### src/rtl/keypad_scan_fifo.sv
`default_nettype none
// ============================================================================
// keypad_scan_fifo - debounced active-low matrix keypad scanner feeding a
// valid/ready key-code FIFO; define KEYPAD_REPEAT_EN for auto-repeat. Rev 1.0
// ============================================================================
module keypad_scan_fifo #(
    parameter  int ROWS       = 4,
    parameter  int COLS       = 4,
    parameter  int TICK_CYC   = 50000,
    parameter  int DEB_TICKS  = 20,
    parameter  int FIFO_DEPTH = 4,
    parameter  int REP_DELAY  = 500,
    parameter  int REP_RATE   = 100,
    localparam int CODE_W     = $clog2(ROWS * COLS)
) (
    input  logic              clk,
    input  logic              rst,
    input  logic [ROWS-1:0]   row,
    output logic [COLS-1:0]   col,
    output logic [CODE_W-1:0] key_code,
    output logic              key_valid,
    input  logic              key_ready,
    output logic              key_held,
    output logic              ovf
);
    localparam int TC_W  = (TICK_CYC > 1) ? $clog2(TICK_CYC) : 1;
    localparam int DEB_W = $clog2(DEB_TICKS + 1);
    localparam int COL_W = $clog2(COLS);
    localparam int PTR_W = $clog2(FIFO_DEPTH);
    localparam int CNT_W = PTR_W + 1;

    localparam logic [1:0] S_IDLE = 2'd0;
    localparam logic [1:0] S_SCAN = 2'd1;
    localparam logic [1:0] S_HELD = 2'd2;

    logic [ROWS-1:0]   r_row_meta, r_row_sync;
    logic [TC_W-1:0]   r_tick_cnt;
    logic              w_tick, w_any_low;
    logic [1:0]        r_state, w_state_nxt;
    logic [DEB_W-1:0]  r_deb_cnt, w_deb_nxt;
    logic [COL_W-1:0]  r_col_idx, w_col_idx_nxt;
    logic              w_scan_push, w_push, w_pop, w_full, w_wr_en;
    logic [CODE_W-1:0] w_code, w_push_code;

    logic [CODE_W-1:0] r_mem [FIFO_DEPTH];
    logic [PTR_W-1:0]  r_wr_ptr, r_rd_ptr;
    logic [CNT_W-1:0]  r_count;
    logic [CODE_W-1:0] r_head;

    // Row returns are asynchronous to clk: two-stage synchroniser, idle high.
    always_ff @(posedge clk or posedge rst) begin
        if (rst) begin
            r_row_meta <= '1;
            r_row_sync <= '1;
            r_tick_cnt <= '0;
        end else begin
            r_row_meta <= row;
            r_row_sync <= r_row_meta;
            r_tick_cnt <= w_tick ? '0 : r_tick_cnt + 1'b1;
        end
    end

    assign w_tick    = (r_tick_cnt == TC_W'(TICK_CYC - 1));
    assign w_any_low = ~&r_row_sync;

    always_ff @(posedge clk or posedge rst) begin
        if (rst) begin
            r_state   <= S_IDLE;
            r_deb_cnt <= '0;
            r_col_idx <= '0;
        end else begin
            r_state   <= w_state_nxt;
            r_deb_cnt <= w_deb_nxt;
            r_col_idx <= w_col_idx_nxt;
        end
    end

    always_comb begin
        w_state_nxt   = r_state;
        w_deb_nxt     = r_deb_cnt;
        w_col_idx_nxt = r_col_idx;
        if (w_tick) begin
            case (r_state)
                S_IDLE: begin
                    if (!w_any_low) begin
                        w_deb_nxt = '0;
                    end else if (r_deb_cnt == DEB_W'(DEB_TICKS - 1)) begin
                        w_deb_nxt     = '0;
                        w_col_idx_nxt = '0;
                        w_state_nxt   = S_SCAN;
                    end else begin
                        w_deb_nxt = r_deb_cnt + 1'b1;
                    end
                end
                S_SCAN: begin
                    if (w_any_low) begin
                        w_state_nxt = S_HELD;
                    end else if (r_col_idx == COL_W'(COLS - 1)) begin
                        w_state_nxt = S_IDLE;
                    end else begin
                        w_col_idx_nxt = r_col_idx + 1'b1;
                    end
                end
                S_HELD: begin
                    if (w_any_low) begin
                        w_deb_nxt = '0;
                    end else if (r_deb_cnt == DEB_W'(DEB_TICKS - 1)) begin
                        w_deb_nxt   = '0;
                        w_state_nxt = S_IDLE;
                    end else begin
                        w_deb_nxt = r_deb_cnt + 1'b1;
                    end
                end
                default: begin
                    w_deb_nxt   = '0;
                    w_state_nxt = S_IDLE;
                end
            endcase
        end
    end

    always_comb begin
        col         = (r_state == S_SCAN) ? ~(COLS'(1) << r_col_idx) : '0;
        key_held    = (r_state == S_HELD);
        w_scan_push = w_tick && (r_state == S_SCAN) && w_any_low;
    end

    // Lowest-numbered low row wins when several rows answer the same column.
    always_comb begin
        w_code = '0;
        for (int i = ROWS - 1; i >= 0; i--) begin
            if (!r_row_sync[i]) begin
                w_code = CODE_W'(i * COLS) + CODE_W'(r_col_idx);
            end
        end
    end

`ifdef KEYPAD_REPEAT_EN
    localparam int REP_MAX = (REP_DELAY > REP_RATE) ? REP_DELAY : REP_RATE;
    localparam int REP_W   = $clog2(REP_MAX + 1);

    logic [REP_W-1:0]  r_rep_cnt;
    logic [CODE_W-1:0] r_rep_code;
    logic              w_rep_push;

    // Countdown to the next repeat; any high tick restarts the initial delay.
    always_ff @(posedge clk or posedge rst) begin
        if (rst) begin
            r_rep_cnt  <= '0;
            r_rep_code <= '0;
        end else if (w_scan_push) begin
            r_rep_cnt  <= REP_W'(REP_DELAY);
            r_rep_code <= w_code;
        end else if (w_tick && (r_state == S_HELD)) begin
            if (!w_any_low) begin
                r_rep_cnt <= REP_W'(REP_DELAY);
            end else if (r_rep_cnt == REP_W'(1)) begin
                r_rep_cnt <= REP_W'(REP_RATE);
            end else begin
                r_rep_cnt <= r_rep_cnt - 1'b1;
            end
        end
    end

    assign w_rep_push  = w_tick && (r_state == S_HELD) && w_any_low && (r_rep_cnt == REP_W'(1));
    assign w_push      = w_scan_push | w_rep_push;
    assign w_push_code = w_rep_push ? r_rep_code : w_code;
`else
    assign w_push      = w_scan_push;
    assign w_push_code = w_code;
`endif

    assign key_valid = (r_count != '0);
    assign key_code  = r_head;
    assign w_pop     = key_valid & key_ready;
    assign w_full    = (r_count == CNT_W'(FIFO_DEPTH));
    assign w_wr_en   = w_push && (!w_full || w_pop);
    assign ovf       = w_push && w_full && !w_pop;

    always_ff @(posedge clk) begin
        if (w_wr_en) begin
            r_mem[r_wr_ptr] <= w_push_code;
        end
    end

    // r_head mirrors the entry at the post-update read pointer.
    always_ff @(posedge clk or posedge rst) begin
        if (rst) begin
            r_wr_ptr <= '0;
            r_rd_ptr <= '0;
            r_count  <= '0;
            r_head   <= '0;
        end else begin
            if (w_wr_en) r_wr_ptr <= r_wr_ptr + 1'b1;
            if (w_pop)   r_rd_ptr <= r_rd_ptr + 1'b1;
            case ({w_wr_en, w_pop})
                2'b10:   r_count <= r_count + 1'b1;
                2'b01:   r_count <= r_count - 1'b1;
                default: r_count <= r_count;
            endcase
            if (w_pop) begin
                if (r_count > CNT_W'(1)) begin
                    r_head <= r_mem[r_rd_ptr + 1'b1];
                end else if (w_wr_en) begin
                    r_head <= w_push_code;
                end
            end else if ((r_count == '0) && w_wr_en) begin
                r_head <= w_push_code;
            end
        end
    end
endmodule
`default_nettype wire

### config.mk
export PLATFORM = sky130hd
export DESIGN_NAME = keypad_scan_fifo
export DESIGN_NICKNAME = d
export VERILOG_FILES = /design/src/rtl/keypad_scan_fifo.sv
export SDC_FILE = /design/constraint.sdc
export NUM_CORES = 1
export LEC_CHECK = 0
export CAP_MARGIN = 10
export CORE_AREA = 3 3 102 65
export CTS_CLUSTER_DIAMETER = 40
export DETAILED_ROUTE_END_ITERATION = 7
export DIE_AREA = 0 0 105 68
export GPL_ROUTABILITY_DRIVEN = 0
export PLACE_DENSITY = 0.79
export SKIP_CTS_REPAIR_TIMING = 1
export SLEW_MARGIN = 25
export SYNTH_ARGS = -nofsm -noshare
export SYNTH_HDL_FRONTEND = slang
export SYNTH_SLANG_ARGS = --single-unit
### constraint.sdc
create_clock -name clk -period 2.46 [get_ports clk]
set_input_delay 0.246 -clock clk [delete_from_list [all_inputs] [get_ports clk]]
set_output_delay 0.246 -clock clk [all_outputs]
set_load 0.01 [all_outputs]
==> metrics.txt <==
outcome finished, final reports clean; crit start category flop; CTS tree yes; Slew @ Worst Pin 807 ps; Post-synth top flop dfrtp_1; Reg2Reg Setup Slack 370 ps; sequential fraction of the synthesis area 0.528; Antenna Cells 0; Die X 105 µm; Vias roughly 2000; RSZ-0062 raised after global routing false; Die Area 7140 µm²; net switching power approximately 0.00076 W; R2R Path End r_mem[1][2]; Starting DRT DRC Count 135; Synth Register Bits 60; Initial Util 0.536; clock latency on the worst-skew pair 340 ps; P_int 0.00202 W; number of remaining DRC errors 0; First-pass DRT Iterations 4; Post-synth EDFFs 16; area of the core 5620 µm²; clk sink count 60; Setup crit end key_valid; Synth cell types 50; post-synth net total 275; CTS Buf Count 9; Clock Skew 6.40 ps; worst-case clock buffer depth 2; leakage 1.49 nW; HPWL Detailed around 4500 µm; Port Buf Inserts 17; area of the mapped netlist 3010 µm²; ANT nets after route 0; crit path DAT 2000 ps; commonest non-fill, non-tap cell in the layout dfrtp_1; power share of the sequential group 0.431; R2R cell count 6; Die Ht 68 µm; Clk pwr share 0.378; crit path kind flop to primary output; first-pass GRT wire length 10400 µm; IO Pins 18; Max Clk Rate between 0.4 and 0.5 GHz; share of layout cells above drive strength 1 0.179; asr flop ratio synth 0.733; non-filler cells, final 371; clock root buffer clkbuf_8; largest net degree at the start of global routing 24; Max Slew Vio Count 0; initial antenna violation count 0; cell count after synthesis 254; H-Tree Depth 3; Final Cycle Share 0.914; NumNets Final 307; routed len/inst 16.4 µm; Critical Path End Type primary output; Area Overhead vs Synth 18.6%; vias in the first global route 2040; pwr/cell area 779 nW/µm²; total number of yosys warnings 0; drt via density 5.50; final-report hold violation count 0; max-cap violation count 0; Hold WC Path Type input port to async pin; switching part of the total 0.273; Worst slew margin 0.458; clock transition at the registers of the reported paths about 70 ps; Period minus WS final roughly 2200 ps; WP data required 2210 ps; Setup crit start r_count[1]; grt total ovfl 0; gr usage total 0.192; critical-path maximum fanout 6; final core utilization 0.635; Comb pwr share 0.192; row cnt 21; Mean Syn Cell Area 11.9 µm²; worst vdd ir 0.305 mV; count of final setup violators 0; most frequent cells in the layout dfrtp_1, nor2_1, nand2_1, clkdlybuf4s50_1, edfxtp_1; worst flop-to-flop path startpoint r_tick_cnt[1]; drt total wl 6090 µm; Cell Count Post-Placement 354
[metrics by stage]
step / worst slack, ps / setup TNS, ps / total power [W] / hold WS [ps] / cell area (µm²)
finish: 212 / 0 / 0.00278 / 275 / 3570
global route: 55.4 / 0 / 0.00294 / 298 / 3570
CTS: -214 / -214 / 0.00280 / 277 / 3560
detailed placement: 167 / 0 / 0.00174 / 347 / 3320
global placement: 256 / 0 / 0.00173 / 346 / 3320
floorplan: 524 / 0 / 0.00156 / 250 / 3010
[critical path, stage by stage (launching register included)]
cell and delay (ps):
dfrtp_1 450, inv_1 190, ha_1 350, nand2_1 170
clkdlybuf4s50_1 510
[registers in the layout, indices dropped and copies added, names as in the netlist, 3 cells and up]
name,flops
r_mem,16
r_deb_cnt,5
key_code,4
r_count,3
r_row_sync,4
r_tick_cnt,16
r_row_meta,4
[routing by layer]
layer | wire [µm] | global-route usage
met2 | 2660 | 0.277
met1 | 3060 | 0.276
met3 | 331 | 0.0688
met5 | 0 | 0
met4 | 35 | 0.0507
[area by class of cell]
cell class                      instances  area [µm²]
Tap cell                               80         100
Timing Repair Buffer                   28         255
Fill cell                             451        2050
Multi-Input combinational cell        177        1350
Clock buffer                            9         124
Inverter                               10        37.5
Sequential cell                        60        1590
Clock inverter                          7         115
[kinds of logic after synthesis]
family | Yosys count | synth area share
simple gates | 95 | 0.191
flops | 60 | 0.528
compound gates | 42 | 0.0997
xor+xnor | 19 | 0.0552
buf+inv | 17 | 0.0262
fa+ha+maj | 14 | 0.0581
mux | 7 | 0.0415
[power groups by stage]
stage                     sequential (W)  clock, W  combinational (W)
after floorplan                  0.00118         0           0.000386
after global placement           0.00121         0           0.000517
after detailed placement         0.00122         0           0.000520
after CTS                        0.00120   0.00108           0.000529
after global routing             0.00121   0.00112           0.000601
final                            0.00120   0.00105           0.000534
[how the worst min path moves through the flow]
stage / startpoint / endpoint / slack (ps)
3_5_place_dp: r_row_meta[3] / r_row_sync[3] / 350
3_3_place_gp: r_row_meta[1] / r_row_sync[1] / 350
5_1_grt: rst / r_wr_ptr[0] / 300
4_1_cts: rst / r_wr_ptr[1] / 280
2_1_floorplan: row[0] / r_row_meta[0] / 250
6_report: rst / r_wr_ptr[1] / 270
[synth_stat cells, drive strengths merged (7+ instances only)]
| cell | instances | area (µm²) |
|---|---|---|
| ha | 14 | 175 |
| dfrtp | 36 | 901 |
| xnor2 | 11 | 96.3 |
| edfxtp | 16 | 480 |
| xor2 | 8 | 70.1 |
| inv | 10 | 37.5 |
| nand3 | 9 | 45.0 |
| and4 | 7 | 61.3 |
| nand2 | 17 | 71.3 |
| nor2 | 23 | 103 |
| nand4 | 9 | 62.6 |
| o21ai | 10 | 50.0 |
| dfstp | 8 | 210 |
| and2 | 7 | 43.8 |
Power figures use the tool's default switching activity.
